[config.mk]
export PLATFORM = sky130hd
export DESIGN_NAME = acc_cpu_core
export DESIGN_NICKNAME = d
export VERILOG_FILES = /design/src/rtl/acc_cpu_pkg.sv /design/src/rtl/acc_cpu_alu.sv /design/src/rtl/acc_cpu_core.sv
export SDC_FILE = /design/constraint.sdc
export NUM_CORES = 1
export LEC_CHECK = 0
export CELL_PAD_IN_SITES_DETAIL_PLACEMENT = 1
export CELL_PAD_IN_SITES_GLOBAL_PLACEMENT = 2
export CORE_MARGIN = 3
export CORE_UTILIZATION = 27
export CTS_BUF_LIST = sky130_fd_sc_hd__clkbuf_4 sky130_fd_sc_hd__clkbuf_8 sky130_fd_sc_hd__clkbuf_16
export DETAILED_ROUTE_END_ITERATION = 16
export PLACE_DENSITY_LB_ADDON = 0.1
export SYNTH_ARGS = -nofsm -noshare
export SYNTH_HDL_FRONTEND = slang
export SYNTH_SLANG_ARGS = --single-unit
[constraint.sdc]
create_clock -name clk -period 2.25 [get_ports clk]
set_input_delay 0.3375 -clock clk [delete_from_list [all_inputs] [get_ports clk]]
set_output_delay 0.3375 -clock clk [all_outputs]
set_load 0.005 [all_outputs]
[src/rtl/acc_cpu_pkg.sv]
// Shared types for the accumulator CPU: opcodes, FSM states and ALU operations.
package acc_cpu_pkg;

  // Opcode field width, taken from the top of the instruction word.
  localparam int unsigned OpW = 3;

  typedef enum logic [OpW-1:0] {
    OpLda  = 3'b000,
    OpSta  = 3'b001,
    OpAdd  = 3'b010,
    OpSub  = 3'b011,
    OpJmp  = 3'b100,
    OpJz   = 3'b101,
    OpNop  = 3'b110,
    OpHalt = 3'b111
  } opcode_e;

  typedef enum logic [2:0] {
    StIdle,
    StFetch,
    StDecode,
    StExec,
    StHalted
  } state_e;

  typedef enum logic [1:0] {
    AluPass,
    AluAdd,
    AluSub
  } alu_op_e;

  // Memory-operand instructions map onto an ALU operation; everything else passes.
  function automatic alu_op_e alu_op_for(opcode_e op);
    unique case (op)
      OpAdd:   return AluAdd;
      OpSub:   return AluSub;
      default: return AluPass;
    endcase
  endfunction

endpackage

[src/rtl/acc_cpu_alu.sv]
// Combinational ALU: pass-through, add with carry out, subtract with borrow out.
module acc_cpu_alu
  import acc_cpu_pkg::*;
#(
  parameter int unsigned DATA_W = 8
) (
  input  logic [DATA_W-1:0] a,
  input  logic [DATA_W-1:0] b,
  input  alu_op_e           op,
  output logic [DATA_W-1:0] result,
  output logic              carry
);

  logic [DATA_W:0] sum;
  logic [DATA_W:0] diff;

  // Extra top bit carries out of the add, and is set on borrow (b > a) for the subtract.
  assign sum  = {1'b0, a} + {1'b0, b};
  assign diff = {1'b0, a} - {1'b0, b};

  // Select result and carry/borrow by operation.
  always_comb begin
    result = b;
    carry  = 1'b0;
    unique case (op)
      AluAdd:  {carry, result} = sum;
      AluSub:  {carry, result} = diff;
      default: begin
        result = b;
        carry  = 1'b0;
      end
    endcase
  end

endmodule

[src/rtl/acc_cpu_core.sv]
// Multi-cycle accumulator CPU: fetch / decode / execute over a req/ack memory port.
module acc_cpu_core
  import acc_cpu_pkg::*;
#(
  parameter int unsigned DATA_W = 8,
  parameter int unsigned ADDR_W = 5
) (
  input  logic              clk,
  input  logic              rst_n,
  input  logic              run,
  output logic              mem_req,
  output logic              mem_we,
  output logic [ADDR_W-1:0] mem_addr,
  output logic [DATA_W-1:0] mem_wdata,
  input  logic [DATA_W-1:0] mem_rdata,
  input  logic              mem_ack,
  output logic [DATA_W-1:0] ac_out,
  output logic [ADDR_W-1:0] pc_out,
  output logic              flag_z,
  output logic              flag_c,
  output logic              halted
);

  state_e            state_q, state_d;
  // IR is kept as its two meaningful fields; the bits between them are never used.
  opcode_e           op_q, op_d;
  logic [ADDR_W-1:0] opnd_q, opnd_d;
  logic [ADDR_W-1:0] pc_q, pc_d;
  logic [DATA_W-1:0] ac_q, ac_d;
  logic              z_q, z_d;
  logic              c_q, c_d;

  logic [DATA_W-1:0] alu_result;
  logic              alu_carry;

  acc_cpu_alu #(
    .DATA_W (DATA_W)
  ) u_alu (
    .a      (ac_q),
    .b      (mem_rdata),
    .op     (alu_op_for(op_q)),
    .result (alu_result),
    .carry  (alu_carry)
  );

  // State and architectural registers; async reset also drops mem_req at once.
  always_ff @(posedge clk or negedge rst_n) begin
    if (!rst_n) begin
      state_q <= StIdle;
      op_q    <= OpLda;
      opnd_q  <= '0;
      pc_q    <= '0;
      ac_q    <= '0;
      z_q     <= 1'b1;
      c_q     <= 1'b0;
    end else begin
      state_q <= state_d;
      op_q    <= op_d;
      opnd_q  <= opnd_d;
      pc_q    <= pc_d;
      ac_q    <= ac_d;
      z_q     <= z_d;
      c_q     <= c_d;
    end
  end

  // Next-state logic of the control FSM.
  always_comb begin
    state_d = state_q;
    unique case (state_q)
      StIdle:   if (run) state_d = StFetch;
      StFetch:  if (mem_ack) state_d = StDecode;
      StDecode: begin
        unique case (op_q)
          OpJmp, OpJz, OpNop: state_d = StFetch;
          OpHalt:             state_d = StHalted;
          default:            state_d = StExec;
        endcase
      end
      StExec:   if (mem_ack) state_d = StFetch;
      StHalted: state_d = StHalted;
      default:  state_d = StIdle;
    endcase
  end

  // Datapath updates; mem_req is high in FETCH/EXEC, so mem_ack alone marks completion there.
  always_comb begin
    op_d   = op_q;
    opnd_d = opnd_q;
    pc_d   = pc_q;
    ac_d   = ac_q;
    z_d    = z_q;
    c_d    = c_q;
    unique case (state_q)
      StFetch: begin
        if (mem_ack) begin
          op_d   = opcode_e'(mem_rdata[DATA_W-1 -: OpW]);
          opnd_d = mem_rdata[ADDR_W-1:0];
          pc_d   = pc_q + 1'b1;
        end
      end
      StDecode: begin
        if (op_q == OpJmp || (op_q == OpJz && z_q)) pc_d = opnd_q;
      end
      StExec: begin
        if (mem_ack && op_q != OpSta) begin
          ac_d = alu_result;
          z_d  = (alu_result == '0);
          if (op_q inside {OpAdd, OpSub}) c_d = alu_carry;
        end
      end
      default: begin
        pc_d = pc_q;
      end
    endcase
  end

  // Moore outputs decoded from the current state and registers.
  always_comb begin
    mem_req   = (state_q == StFetch) || (state_q == StExec);
    mem_we    = (state_q == StExec) && (op_q == OpSta);
    mem_addr  = (state_q == StExec) ? opnd_q : pc_q;
    mem_wdata = ac_q;
    halted    = (state_q == StHalted);
  end

  assign ac_out = ac_q;
  assign pc_out = pc_q;
  assign flag_z = z_q;
  assign flag_c = c_q;

endmodule

==> summary.md <==
| Metric | Value |
|---|---|
| Required @ worst endpoint | `2.47 ns` |
| Initial antenna violation count | `0` |
| Seq/Total Area, Yosys | `a little under a third` |
| Via count | `around 2.1k` |
| CTS buffer count | `3` |
| Initial Util | `between 20% and 30%` |
| CP startpoint kind | `flip-flop` |
| Xor and xnor area share after synthesis | `2.859%` |
| Wire length of the first global-routing pass | `between 10 and 15 mm` |
| Total power | `roughly 4400 uW` |
| IO Port Bufs | `42` |
| Max Clk Rate | `a little over 0.4 GHz` |
| Min-Delay Path Class | `in -> async` |
| Setup Viol. Count Final | `3` |
| Crit path from | `ac_out[0]$_DFFE_PN0P_` |
| Violated checks | `negative setup slack` |
| Setup_tns | `-0.4986 ns` |
| Clk_lat worst skew | `0.28 ns` |
| Crit path kind | `reg -> reg` |
| Total die area | `9048 um2` |
| Yosys top cell area share | `just under 30%` |
| Nets@finish | `roughly 380` |
| Count of hold-fix buffers inserted at cts | `0` |
| Largest family of logic cells by synthesized area | `compound AO/OA/AOI/OAI gates` |
| Register area | `about 650 um2` |
| Area Overhead vs Synth | `51.93%` |
| Post-synthesis mux area share | `3.617%` |
| WP data arrival | `2.69 ns` |
| Outcome | `finished with violations` |
| Leading post-synthesis cells by cell area | `dfrtp_1 29%, ha_1 11%, nand2_1 6.7%` |
| Simple-Gate Fraction of Synth Area | `between 20% and 30%` |
| Crit. End Element | `flip-flop` |
| Synthesized area per cell | `~8.3 um2` |
| Post-synth EDFFs | `0` |
| Compound-cell area share of the yosys netlist | `a little over a fifth` |
| Commonest non-fill, non-tap cell in the layout | `buf_4` |
| GRT Residual Overflow | `0` |
| Worst-Margin Slew | `just under 0.4 ns` |
| HPWL after DPL | `5.717 mm` |
| Place WS | `-0.7096 ns` |
| CP peak stage delay | `0.41 ns` |
| Post-synthesis adder-cell area fraction | `between 10 and 15%` |
| Ports | `between 40 and 50` |
| Vias/cell | `4.842` |
| Clock sinks | `26` |
| Reg clk slew, reported paths | `about 0.1 ns` |
| Area of the multi-input gates | `approximately 1500 um2` |
| H-tree Lvls | `1` |
| FF-to-FF setup slack | `-0.22 ns` |
| Worst path slowest cell | `dfrtp_1` |
| Leakage | `about 0.0015 uW` |
| Routed WL | `approximately 7.2 mm` |
| Area of the core | `around 7500 um2` |
| Critical Path End | `flag_z$_DFFE_PN1P_` |
| Synthesized flop and latch total | `26` |
| Ratio of cells with drive above 1 in the final layout | `30.23%` |
| Clock skew | `0.004916 ns` |
| Max clock buf depth | `2` |
| Largest net degree at the start of global routing | `27` |
| Unrepaired setup endpoints after global routing | `yes` |
| Synth Instances | `approximately 260` |
| Antenna diodes | `0` |
| GRT Total Usage | `between 10% and 20%` |
| Register-to-Register Path Depth | `10` |
| Peak VDD IR | `roughly 0.00044 V` |
| Vias in the first global route | `~2.3k` |
| Root buf cell | `clkbuf_8` |
| Worst R2R End | `flag_z$_DFFE_PN1P_` |
| Post-synth top area cell | `dfrtp_1` |
| CTS tree | `built` |
| Worst Slack Setup Final | `-0.2233 ns` |
| Library cells used by synthesis | `53` |
| Crit path time final | `between 2 and 2.5 ns` |
| Final period util | `109.9%` |
| Mapped Area | `2145 um2` |
| Pwr Density | `around 1400 nW/um2` |
| Slew margin rel. | `around 73%` |
| Detailed Route Iter0 Violations | `70` |
| Most frequent cells in the layout | `57 x buf_4, 39 x clkdlybuf4s50_1, 36 x nand2_1, 23 x dfrtp_1, 22 x nor2_1` |
| Synthesis warning total | `0` |
| DRC | `0` |
| Die Wd | `roughly 95 um` |
| Wirelength per Cell | `16.35 um` |
| Synth Net Count | `289` |
| Max_cap viols | `0` |
| Row count | `31` |
| CP Max Fanout | `2` |
| Top_reg_cell synth | `dfrtp_1` |
| Router iterations before antenna repair | `4` |
| Hold Fails Final Rpt | `0` |
| FILL cells | `around 900` |
| DRT antenna net count | `0` |
| FF-to-FF Start | `ac_out[0]$_DFFE_PN0P_` |
| Asr flop ratio synth | `100.0%` |
| Die H | `95.12 um` |
| Crit-path cells | `ha_4 > inv_2 > fa_2 > or2_4 > a221oi_4 > nor4_4 > o31a_1 > o31ai_4 > a211oi_2 > a32o_2` |
| Slew Viols, Final | `0` |
| RD Place Congestion | `0.7755` |
[metrics by stage]
stage	std cells	hold WS (ns)	utilization, %	instance area, um2
2_1_floorplan	257	0.04191	-	2150
3_3_place_gp	433	0.4931	39.68	2970
3_5_place_dp	433	0.5036	39.68	2970
4_1_cts	439	0.4427	41.05	3073
5_1_grt	443	0.4605	43.52	3258
6_report	443	0.4360	43.52	3258
[routing by layer]
| metal | global-route usage [%] | part of all wire, % |
|---|---|---|
| met2 | 27.76 | 48 |
| met1 | 24.31 | 49 |
| met4 | 1.082 | 0.17 |
| met3 | 2.210 | 3.2 |
| met5 | 0 | 0 |
[logic make-up after synthesis]
family	count (synthesis)
AO/OA/AOI/OAI	65
multiplexers	7
AND/OR/NAND/NOR	96
flip-flops	26
XOR/XNOR	7
buffers and inverters	36
adder cells (fa/ha/maj)	20
[worst min path at each step]
stage                                   from               endpoint  slack [ns]
after floorplan                        rst_n  ac_out[0]$_DFFE_PN0P_        0.04
after global placement    flag_c$_DFFE_PN0P_     flag_c$_DFFE_PN0P_        0.49
after detailed placement  flag_c$_DFFE_PN0P_     flag_c$_DFFE_PN0P_        0.50
after CTS                              rst_n  pc_out[3]$_DFFE_PN0P_        0.44
after global routing                   rst_n  pc_out[3]$_DFFE_PN0P_        0.46
final                                  rst_n  pc_out[3]$_DFFE_PN0P_        0.44
[synthesized netlist by cell type (all sizes together), types with 2 or more instances]
cell type	instances
fa	2
nand3	8
a221oi	2
o311ai	2
o31ai	2
o211ai	3
buf	13
nor2	23
nand2	38
clkbuf	4
ha	18
nor3b	2
dfrtp	25
nor4	3
mux2	6
a211oi	7
o22ai	2
and2	2
nor3	2
inv	19
nor2b	5
and3	2
nand2b	5
a31oi	3
nand4	2
a21oi	14
o21ai	19
xnor2	6
o21a	2
[critical path, delay by kind of cell (launching register included)]
family	cells	cell delay [ns]
AND/OR/NAND/NOR	2	0.34
adder cells (fa/ha/maj)	2	0.49
buffers and inverters	1	0.04
flip-flops	1	0.41
AO/OA/AOI/OAI	5	1.13
[sequential cells by signal, summed over array words and instances, names as in the netlist]
name	flops
flag_z	1
pc_out	5
opnd_q	5
state_q	3
flag_c	1
ac_out	8
op_q	3
[cell type report]
cell class / count / share of cell area, %
clock buffers: 3 / 1.267
repair buffers: 100 / 26.38
flip-flops and latches: 26 / 20.08
multi-input cells: 195 / 45.35
well taps: 99 / 3.802
clock inverters: 1 / 0.9217
inverters: 19 / 2.189
[power breakdown]
group | switching (uW) | total [uW] | leakage, uW | internal (uW)
registers | 258 | 942 | 0.000310 | 684
clock network | 163 | 401 | 0.0000357 | 238
logic | 1430 | 3100 | 0.00112 | 1670
total | 1850 | 4450 | 0.00146 | 2600
[timing repair]
item	4_1_cts	5_1_grt
setup buffers	2	4
setup endpoints to repair	13	12
pin swaps	10	11
resized for setup	11	35
No activity file was read; power rests on OpenSTA's default activity.
